File: src/rtl/sp_rd_pkg.sv
// Shared definitions for the SuperMario readout receiver: default geometry,
// packer state encoding and the slots-per-word helper.
package sp_rd_pkg;

  localparam int SP_LANES_DEF  = 8;
  localparam int SP_WORD_W_DEF = 32;

  typedef enum logic [0:0] {
    PK_OFF  = 1'b0,
    PK_FILL = 1'b1
  } pack_state_t;

  function automatic int sp_slots(input int out_w, input int lanes);
    return out_w / lanes;
  endfunction

endpackage

File: src/rtl/sp_sync_fifo.sv
// Generic single-clock first-word-fall-through FIFO; the head word is visible
// on rd_data whenever empty is low, and reads zero while empty.
module sp_sync_fifo #(
  parameter int W     = 33,
  parameter int DEPTH = 16,
  parameter int LVL_W = $clog2(DEPTH) + 1
) (
  input  logic             clk,
  input  logic             rst,
  input  logic             wr_en,
  input  logic [W-1:0]     wr_data,
  input  logic             rd_en,
  output logic [W-1:0]     rd_data,
  output logic             full,
  output logic             empty,
  output logic [LVL_W-1:0] level
);

  localparam int AW = $clog2(DEPTH);

  logic [W-1:0]     mem [DEPTH];
  logic [AW-1:0]    wr_ptr;
  logic [AW-1:0]    rd_ptr;
  logic [LVL_W-1:0] count;
  logic             do_wr;
  logic             do_rd;

  assign full  = (count == LVL_W'(DEPTH));
  assign empty = (count == '0);
  assign level = count;

  // A pop in the same cycle frees the slot, so a write at full still lands.
  assign do_rd = rd_en && !empty;
  assign do_wr = wr_en && (!full || do_rd);

  // NOTE: storage is deliberately not reset; rd_data is gated by empty, so
  // stale contents are never observable and the array maps to plain RAM.
  always_ff @(posedge clk) begin
    if (do_wr) mem[wr_ptr] <= wr_data;
  end

  // NOTE: all state updates use non-blocking assignments so every flop
  // samples the pre-edge values regardless of statement order.
  always_ff @(posedge clk or posedge rst) begin
    if (rst) begin
      wr_ptr <= '0;
      rd_ptr <= '0;
      count  <= '0;
    end else begin
      if (do_wr) wr_ptr <= wr_ptr + 1'b1;
      if (do_rd) rd_ptr <= rd_ptr + 1'b1;
      case ({do_wr, do_rd})
        2'b10:   count <= count + 1'b1;
        2'b01:   count <= count - 1'b1;
        default: count <= count;
      endcase
    end
  end

  assign rd_data = empty ? '0 : mem[rd_ptr];

endmodule

File: src/rtl/sp_rd_lvds_pack.sv
// SuperMario readout receiver: polarity-corrects and synchronises the LVDS
// lanes, packs samples into words on update strobes and queues them in a FIFO.
module sp_rd_lvds_pack
  import sp_rd_pkg::*;
#(
  parameter int               LANES       = SP_LANES_DEF,
  parameter int               OUT_W       = SP_WORD_W_DEF,
  parameter int               FIFO_DEPTH  = 16,
  parameter logic [LANES-1:0] INV_MASK    = {LANES{1'b1}},
  parameter logic             INV_CTRL    = 1'b1,
  parameter int               SYNC_STAGES = 2
) (
  input  logic                          clk,
  input  logic                          rst,
  input  logic                          en,
  input  logic                          clr,
  input  logic [LANES-1:0]              lane_in,
  input  logic                          update_in,
  input  logic                          eof_in,
  output logic [OUT_W-1:0]              dout,
  output logic                          dout_last,
  output logic                          dout_valid,
  input  logic                          dout_ready,
  output logic                          overflow,
  output logic [15:0]                   frame_cnt,
  output logic [$clog2(FIFO_DEPTH):0]   fifo_level
);

  localparam int SLOTS  = sp_slots(OUT_W, LANES);
  localparam int SLOT_W = (SLOTS > 1) ? $clog2(SLOTS) : 1;
  localparam int LVL_W  = $clog2(FIFO_DEPTH) + 1;

  logic [LANES-1:0]       lane_sync [SYNC_STAGES];
  logic [SYNC_STAGES-1:0] upd_sync;
  logic [SYNC_STAGES-1:0] eof_sync;

  always_ff @(posedge clk or posedge rst) begin
    if (rst) begin
      lane_sync <= '{default: '0};
      upd_sync  <= '0;
      eof_sync  <= '0;
    end else begin
      lane_sync[0] <= lane_in ^ INV_MASK;
      for (int i = 1; i < SYNC_STAGES; i++) lane_sync[i] <= lane_sync[i-1];
      upd_sync <= {upd_sync[SYNC_STAGES-2:0], update_in ^ INV_CTRL};
      eof_sync <= {eof_sync[SYNC_STAGES-2:0], eof_in ^ INV_CTRL};
    end
  end

  // lane_smp is delayed alongside the event so the sample lines up with it.
  logic             upd_prev;
  logic             eof_prev;
  logic             upd_ev;
  logic             eof_ev;
  logic [LANES-1:0] lane_smp;

  always_ff @(posedge clk or posedge rst) begin
    if (rst) begin
      upd_prev <= 1'b0;
      eof_prev <= 1'b0;
      upd_ev   <= 1'b0;
      eof_ev   <= 1'b0;
      lane_smp <= '0;
    end else begin
      upd_prev <= upd_sync[SYNC_STAGES-1];
      eof_prev <= eof_sync[SYNC_STAGES-1];
      upd_ev   <= upd_sync[SYNC_STAGES-1] && !upd_prev;
      eof_ev   <= eof_sync[SYNC_STAGES-1] && !eof_prev;
      lane_smp <= lane_sync[SYNC_STAGES-1];
    end
  end

  pack_state_t       state;
  logic [OUT_W-1:0]  shreg;
  logic [SLOT_W-1:0] slot;
  logic [OUT_W-1:0]  word_ins;
  logic              word_full;
  logic              push_valid;
  logic [OUT_W-1:0]  push_data;
  logic              push_last;

  // NOTE: every always_comb output gets a default first, so no path leaves
  // a value unassigned and no latch is inferred.
  always_comb begin
    word_ins  = shreg;
    word_full = 1'b0;
    if (upd_ev) begin
      word_ins  = shreg | (OUT_W'(lane_smp) << (slot * LANES));
      word_full = (slot == SLOT_W'(SLOTS - 1));
    end
  end

  // Upper slots of shreg are always zero, which gives eof its zero padding.
  always_ff @(posedge clk or posedge rst) begin
    if (rst) begin
      state      <= PK_OFF;
      shreg      <= '0;
      slot       <= '0;
      push_valid <= 1'b0;
      push_data  <= '0;
      push_last  <= 1'b0;
    end else begin
      push_valid <= 1'b0;
      if (!en) begin
        state <= PK_OFF;
        shreg <= '0;
        slot  <= '0;
      end else if (state == PK_OFF) begin
        state <= PK_FILL;
      end else if (eof_ev || word_full) begin
        push_valid <= 1'b1;
        push_data  <= word_ins;
        push_last  <= eof_ev;
        shreg      <= '0;
        slot       <= '0;
      end else if (upd_ev) begin
        shreg <= word_ins;
        slot  <= slot + 1'b1;
      end
    end
  end

  logic [OUT_W:0] fifo_rd_data;
  logic           fifo_full;
  logic           fifo_empty;
  logic           fifo_pop;
  logic           push_ok;

  sp_sync_fifo #(
    .W     (OUT_W + 1),
    .DEPTH (FIFO_DEPTH),
    .LVL_W (LVL_W)
  ) u_fifo (
    .clk     (clk),
    .rst     (rst),
    .wr_en   (push_valid),
    .wr_data ({push_last, push_data}),
    .rd_en   (dout_ready),
    .rd_data (fifo_rd_data),
    .full    (fifo_full),
    .empty   (fifo_empty),
    .level   (fifo_level)
  );

  assign fifo_pop   = dout_ready && !fifo_empty;
  assign push_ok    = push_valid && (!fifo_full || fifo_pop);
  assign dout       = fifo_rd_data[OUT_W-1:0];
  assign dout_last  = fifo_rd_data[OUT_W];
  assign dout_valid = !fifo_empty;

  always_ff @(posedge clk or posedge rst) begin
    if (rst) begin
      overflow  <= 1'b0;
      frame_cnt <= '0;
    end else if (clr) begin
      overflow  <= 1'b0;
      frame_cnt <= '0;
    end else begin
      if (push_valid && !push_ok) overflow  <= 1'b1;
      if (push_ok && push_last)   frame_cnt <= frame_cnt + 1'b1;
    end
  end

endmodule
File: config.mk
export PLATFORM = sky130hd
export DESIGN_NAME = sp_rd_lvds_pack
export DESIGN_NICKNAME = d
export VERILOG_FILES = /design/src/rtl/sp_rd_pkg.sv /design/src/rtl/sp_sync_fifo.sv /design/src/rtl/sp_rd_lvds_pack.sv
export SDC_FILE = /design/constraint.sdc
export NUM_CORES = 1
export LEC_CHECK = 0
export ABC_AREA = 1
export CORE_MARGIN = 1
export CORE_UTILIZATION = 55
export CTS_BUF_LIST = sky130_fd_sc_hd__clkbuf_4 sky130_fd_sc_hd__clkbuf_8 sky130_fd_sc_hd__clkbuf_16
export DETAILED_ROUTE_END_ITERATION = 6
export PLACE_DENSITY = 0.73
export SKIP_CTS_REPAIR_TIMING = 1
export SYNTH_ARGS = -nofsm -noshare
export SYNTH_HDL_FRONTEND = slang
export SYNTH_SLANG_ARGS = --single-unit
File: constraint.sdc
create_clock -name clk -period 4.4 [get_ports clk]
set_input_delay 0.44 -clock clk [delete_from_list [all_inputs] [get_ports clk]]
set_output_delay 0.44 -clock clk [all_outputs]
set_load 0.02 [all_outputs]
==> impl.org <==
** Placed design
- The congestion estimate from routability-driven global placement came to 0.824.
- In this run the tool buffered the top-level ports with 70 buffer cells.
- Detailed-placement wirelength estimate :: 33900 µm
- Placement-stage worst setup slack :: 1.10 ns
- In this run, placement finished with an instance count of 2963.

** Route
- The first routing iteration left 2480 violations.
- Remaining antenna violation count :: 0
- In the final routed layout, each cell accounts on average for 21.3 µm.
- Via density :: 5.87
- The routed layout has 18100 vias.
- Total Wirelength :: 65700 µm
- After detailed routing, the number of remaining DRC violations is 2.
- Detailed-routing iteration count for the pre-antenna-repair pass :: 7

** Global route
- Global routing used 26.9% of the available tracks across all layers.
- Congestion Overflow GR :: 0
- Entering global routing, the biggest net connects 126 pins.
- The initial antenna violation count came to 0.
- The via count of the first global-routing pass was 18000.
- Wire length of the first global-routing pass :: 101000 µm

** Pwr
- Power density normalized to cell area :: 632 nW/µm²
- The worst-case IR drop observed on VDD is 413 µV.
- Leakage power of the design :: 11.5 nW
- Overall power of the completed layout :: 19.2 mW

** Logic synthesis
- The Yosys step of the flow raised 0 warnings.
- By count the netlist is led by 827 x sky130_fd_sc_hd__nand2_1, 528 x sky130_fd_sc_hd__edfxtp_1, 420 x sky130_fd_sc_hd__nand3_1, 131 x sky130_fd_sc_hd__dfrtp_1, 101 x sky130_fd_sc_hd__a21oi_1.
- Seq/Total Area, Yosys :: 71.3%
- The synthesized netlist contains 31 unique library cells.
- Seq cells post-synth :: 659
- Number of instances in the synthesized netlist :: 2367
- Biggest area consumer among synthesized cells :: sky130_fd_sc_hd__edfxtp_1
- Most frequently used flop master after synthesis :: sky130_fd_sc_hd__edfxtp_1
- Dividing the synthesized area by the synthesized cell count gives 11.3 µm².
- Sorting the synthesized cells by area gives the leading types as sky130_fd_sc_hd__edfxtp_1 59%, sky130_fd_sc_hd__dfrtp_1 12%, sky130_fd_sc_hd__nand2_1 12%.
- For this run, asynchronously set or reset flops after synthesis account for 19.9%.
- Number of flops mapped to enable cells by yosys :: 528
- Share of the synthesized area in the top cell type :: 59.1%
- The most common cell in the synthesized netlist is sky130_fd_sc_hd__nand2_1.
- The number of nets in the synthesized netlist is 2392.
- Netlist area before placement :: 26800 µm²

** Run status
- Violations in the final reports :: DRC
- The run finished, with violations left.

** Hold path
- In this run the most critical hold path is launched from lane_in[4].
- Worst Hold Class :: in -> reg

** Critical path
- For this run, the slowest stage of the critical path takes 0.89 ns.
- Cell count of the worst reg-to-reg path :: 7
- The critical path goes through inv_4, buf_4, nand3_1, nand3_1, nand2_1, nand2_1, a21oi_1, clkdlybuf4s50_1.
- The critical path ends at dout[26].
- In this run the critical register-to-register path is launched from u_fifo.level[2].
- Required time of the critical path :: 3.96 ns
- Critical-path cell with the highest stage delay :: sky130_fd_sc_hd__dfrtp_4
- Setup slack, reg-to-reg :: 1.59 ns
- STA classifies the critical path endpoint as a primary output.
- By startpoint and endpoint, the worst setup path is classified as reg -> out.
- Crit. Startpoint :: u_fifo.rd_ptr[1]
- The endpoint identified for the worst register-to-register timing path is u_fifo.mem[5][9].
- Startpoint class of the critical path :: register
- Critical-path maximum fanout :: 47
- Data arrival at the endpoint of the critical path :: 3.55 ns

** Timing
- Final setup skew :: 0.0224 ns
- Setup repair after global routing left no endpoint under its margin.
- After routing, the total negative slack on setup checks comes to 0 ns.
- Number of max-slew violations in the final report :: 0
- The routed design could run at a clock period as short as 3.99 ns.
- Setup violations remaining at the end of the flow were counted as 0.
- The count of endpoints failing hold in the final timing report was 0.
- Slew at the pin closest to its max-slew limit :: 1.10 ns
- Derived from the worst setup path, the maximum achievable clock frequency is 0.251 GHz.
- Once routing completed, OpenROAD measured the worst setup slack at 0.415 ns.
- Dividing the final minimum period by the clock period gives 90.6%.
- Headroom to the max-slew limit came out at 26.3%.

** Cells and area
- Area growth syn-to-layout :: 12.9%
- Net count of the finished layout :: 2443
- The repair_antennas step left the layout with diodes totalling 0.
- Ratio of cells with drive above 1 in the final layout :: 7.81%
- End-of-flow core utilization :: 63.2%
- After the flow finishes, the layout carries non-filler instances totaling 3085.

** CTS
- Clock slew seen by the registers of the worst setup and hold paths :: 0.06 ns
- The H-tree generated during clock tree synthesis spans 3 levels.
- The clock passes through at most 3 buffers.
- Number of buffers created by CTS :: 68
- Insertion delay of the later-clocked pin in the worst-skew pair :: 0.61 ns
- The clock drives 659 sinks.
- TritonCTS built the clock tree.
- The cell sitting at the root of the clock tree is a sky130_fd_sc_hd__clkbuf_16.

** Floorplanning
- After floorplanning, the core was divided into 80 placement rows.
- The core region is 47900 µm².
- For this configuration, the core starts out at a cell density of 56.0%.
- The die is 223 µm wide.
- Number of top-level design ports :: 71
- Die area :: 49700 µm²
- Die Height :: 223 µm

** Flow run
- Max-capacitance violation count :: 0
[worst max-delay path: cells and delay by family (launching register included)]
family                 cells  cell delay, ns
AO/OA/AOI/OAI              1            0.29
flip-flops                 1            0.89
buffers and inverters      3            1.36
AND/OR/NAND/NOR            4            0.38
[cell families after synthesis]
logic type,Yosys count,synth area share [%]
AOI/OAI and AO/OA,155,2.91
xor gates and xnor gates,10,0.326
adders and majority gates,10,0.466
buffers and inverters,213,4.33
DFF,659,71.3
and+or+nand+nor,1320,20.7
[metal layers]
layer  wire length [µm]  track usage, %  up-vias
li1                   -               -     8225
met1              26400            36.9     8838
met2              31800            43.5      916
met3               5670            4.23      126
met4               1790            10.4        0
met5                  0               0        -
[per-stage QoR]
step,hold slack (ns),area [µm²]
3_3_place_gp,0.332,28000
5_1_grt,0.318,30300
3_5_place_dp,0.335,28000
2_1_floorplan,0.331,26800
4_1_cts,0.285,30300
6_report,0.304,30300
[worst min-delay path by stage]
| stage | end | cells after the start |
|---|---|---|
| floorplan | eof_sync[1] | 0 |
| global placement | eof_sync[1] | 0 |
| detailed placement | lane_smp[2] | 0 |
| CTS | lane_sync[11] | 2 |
| global route | lane_sync[13] | 2 |
| finish | lane_sync[12] | 2 |
[sequential cells by signal, indices dropped and copies added, names as in the netlist]
register	cells
eof_ev	1
eof_prev	1
eof_sync	2
frame_cnt	16
lane_smp	8
lane_sync	16
overflow	1
push_data	32
push_last	1
push_valid	1
shreg	32
slot	2
state	1
u_fifo.level	5
u_fifo.mem	528
u_fifo.rd_ptr	4
u_fifo.wr_ptr	4
upd_ev	1
upd_prev	1
upd_sync	2
[layout make-up]
| cell class | count | area (µm²) |
|---|---|---|
| clock inverter | 32 | 405 |
| tap | 615 | 769 |
| fill | 3515 | 17600 |
| inverter | 80 | 313 |
| multi-input combinational | 1495 | 6670 |
| clock buffer | 90 | 1920 |
| timing repair buffer | 114 | 1080 |
| sequential | 659 | 19100 |
[report_power, final]
group	leakage (nW)	internal, mW	switching (mW)	total, mW
clock	1.16	3.52	2.37	5.89
sequential	6.02	6.86	0.322	7.18
combinational	4.30	2.06	4.02	6.08
total	11.5	12.4	6.72	19.2
[cells in the final DEF (no fill, tap or decap), drive strengths merged]
cell type / synthesis / final
clkbuf: 20 / 90
ha: 10 / 10
xor2: 8 / 8
edfxtp: 528 / 528
nand3: 422 / 422
dfrtp: 131 / 131
nor2: 55 / 55
nand2: 828 / 828
o21ai: 52 / 52
o21bai: 1 / 1
buf: 113 / 44
clkdlybuf4s50: 0 / 70
clkinv: 3 / 26
xnor2: 2 / 2
bufinv: 0 / 7
inv: 77 / 79
nor3: 3 / 3
a21oi: 102 / 102
nand4: 12 / 12
Note: power is estimated with default switching activity, not from simulation.
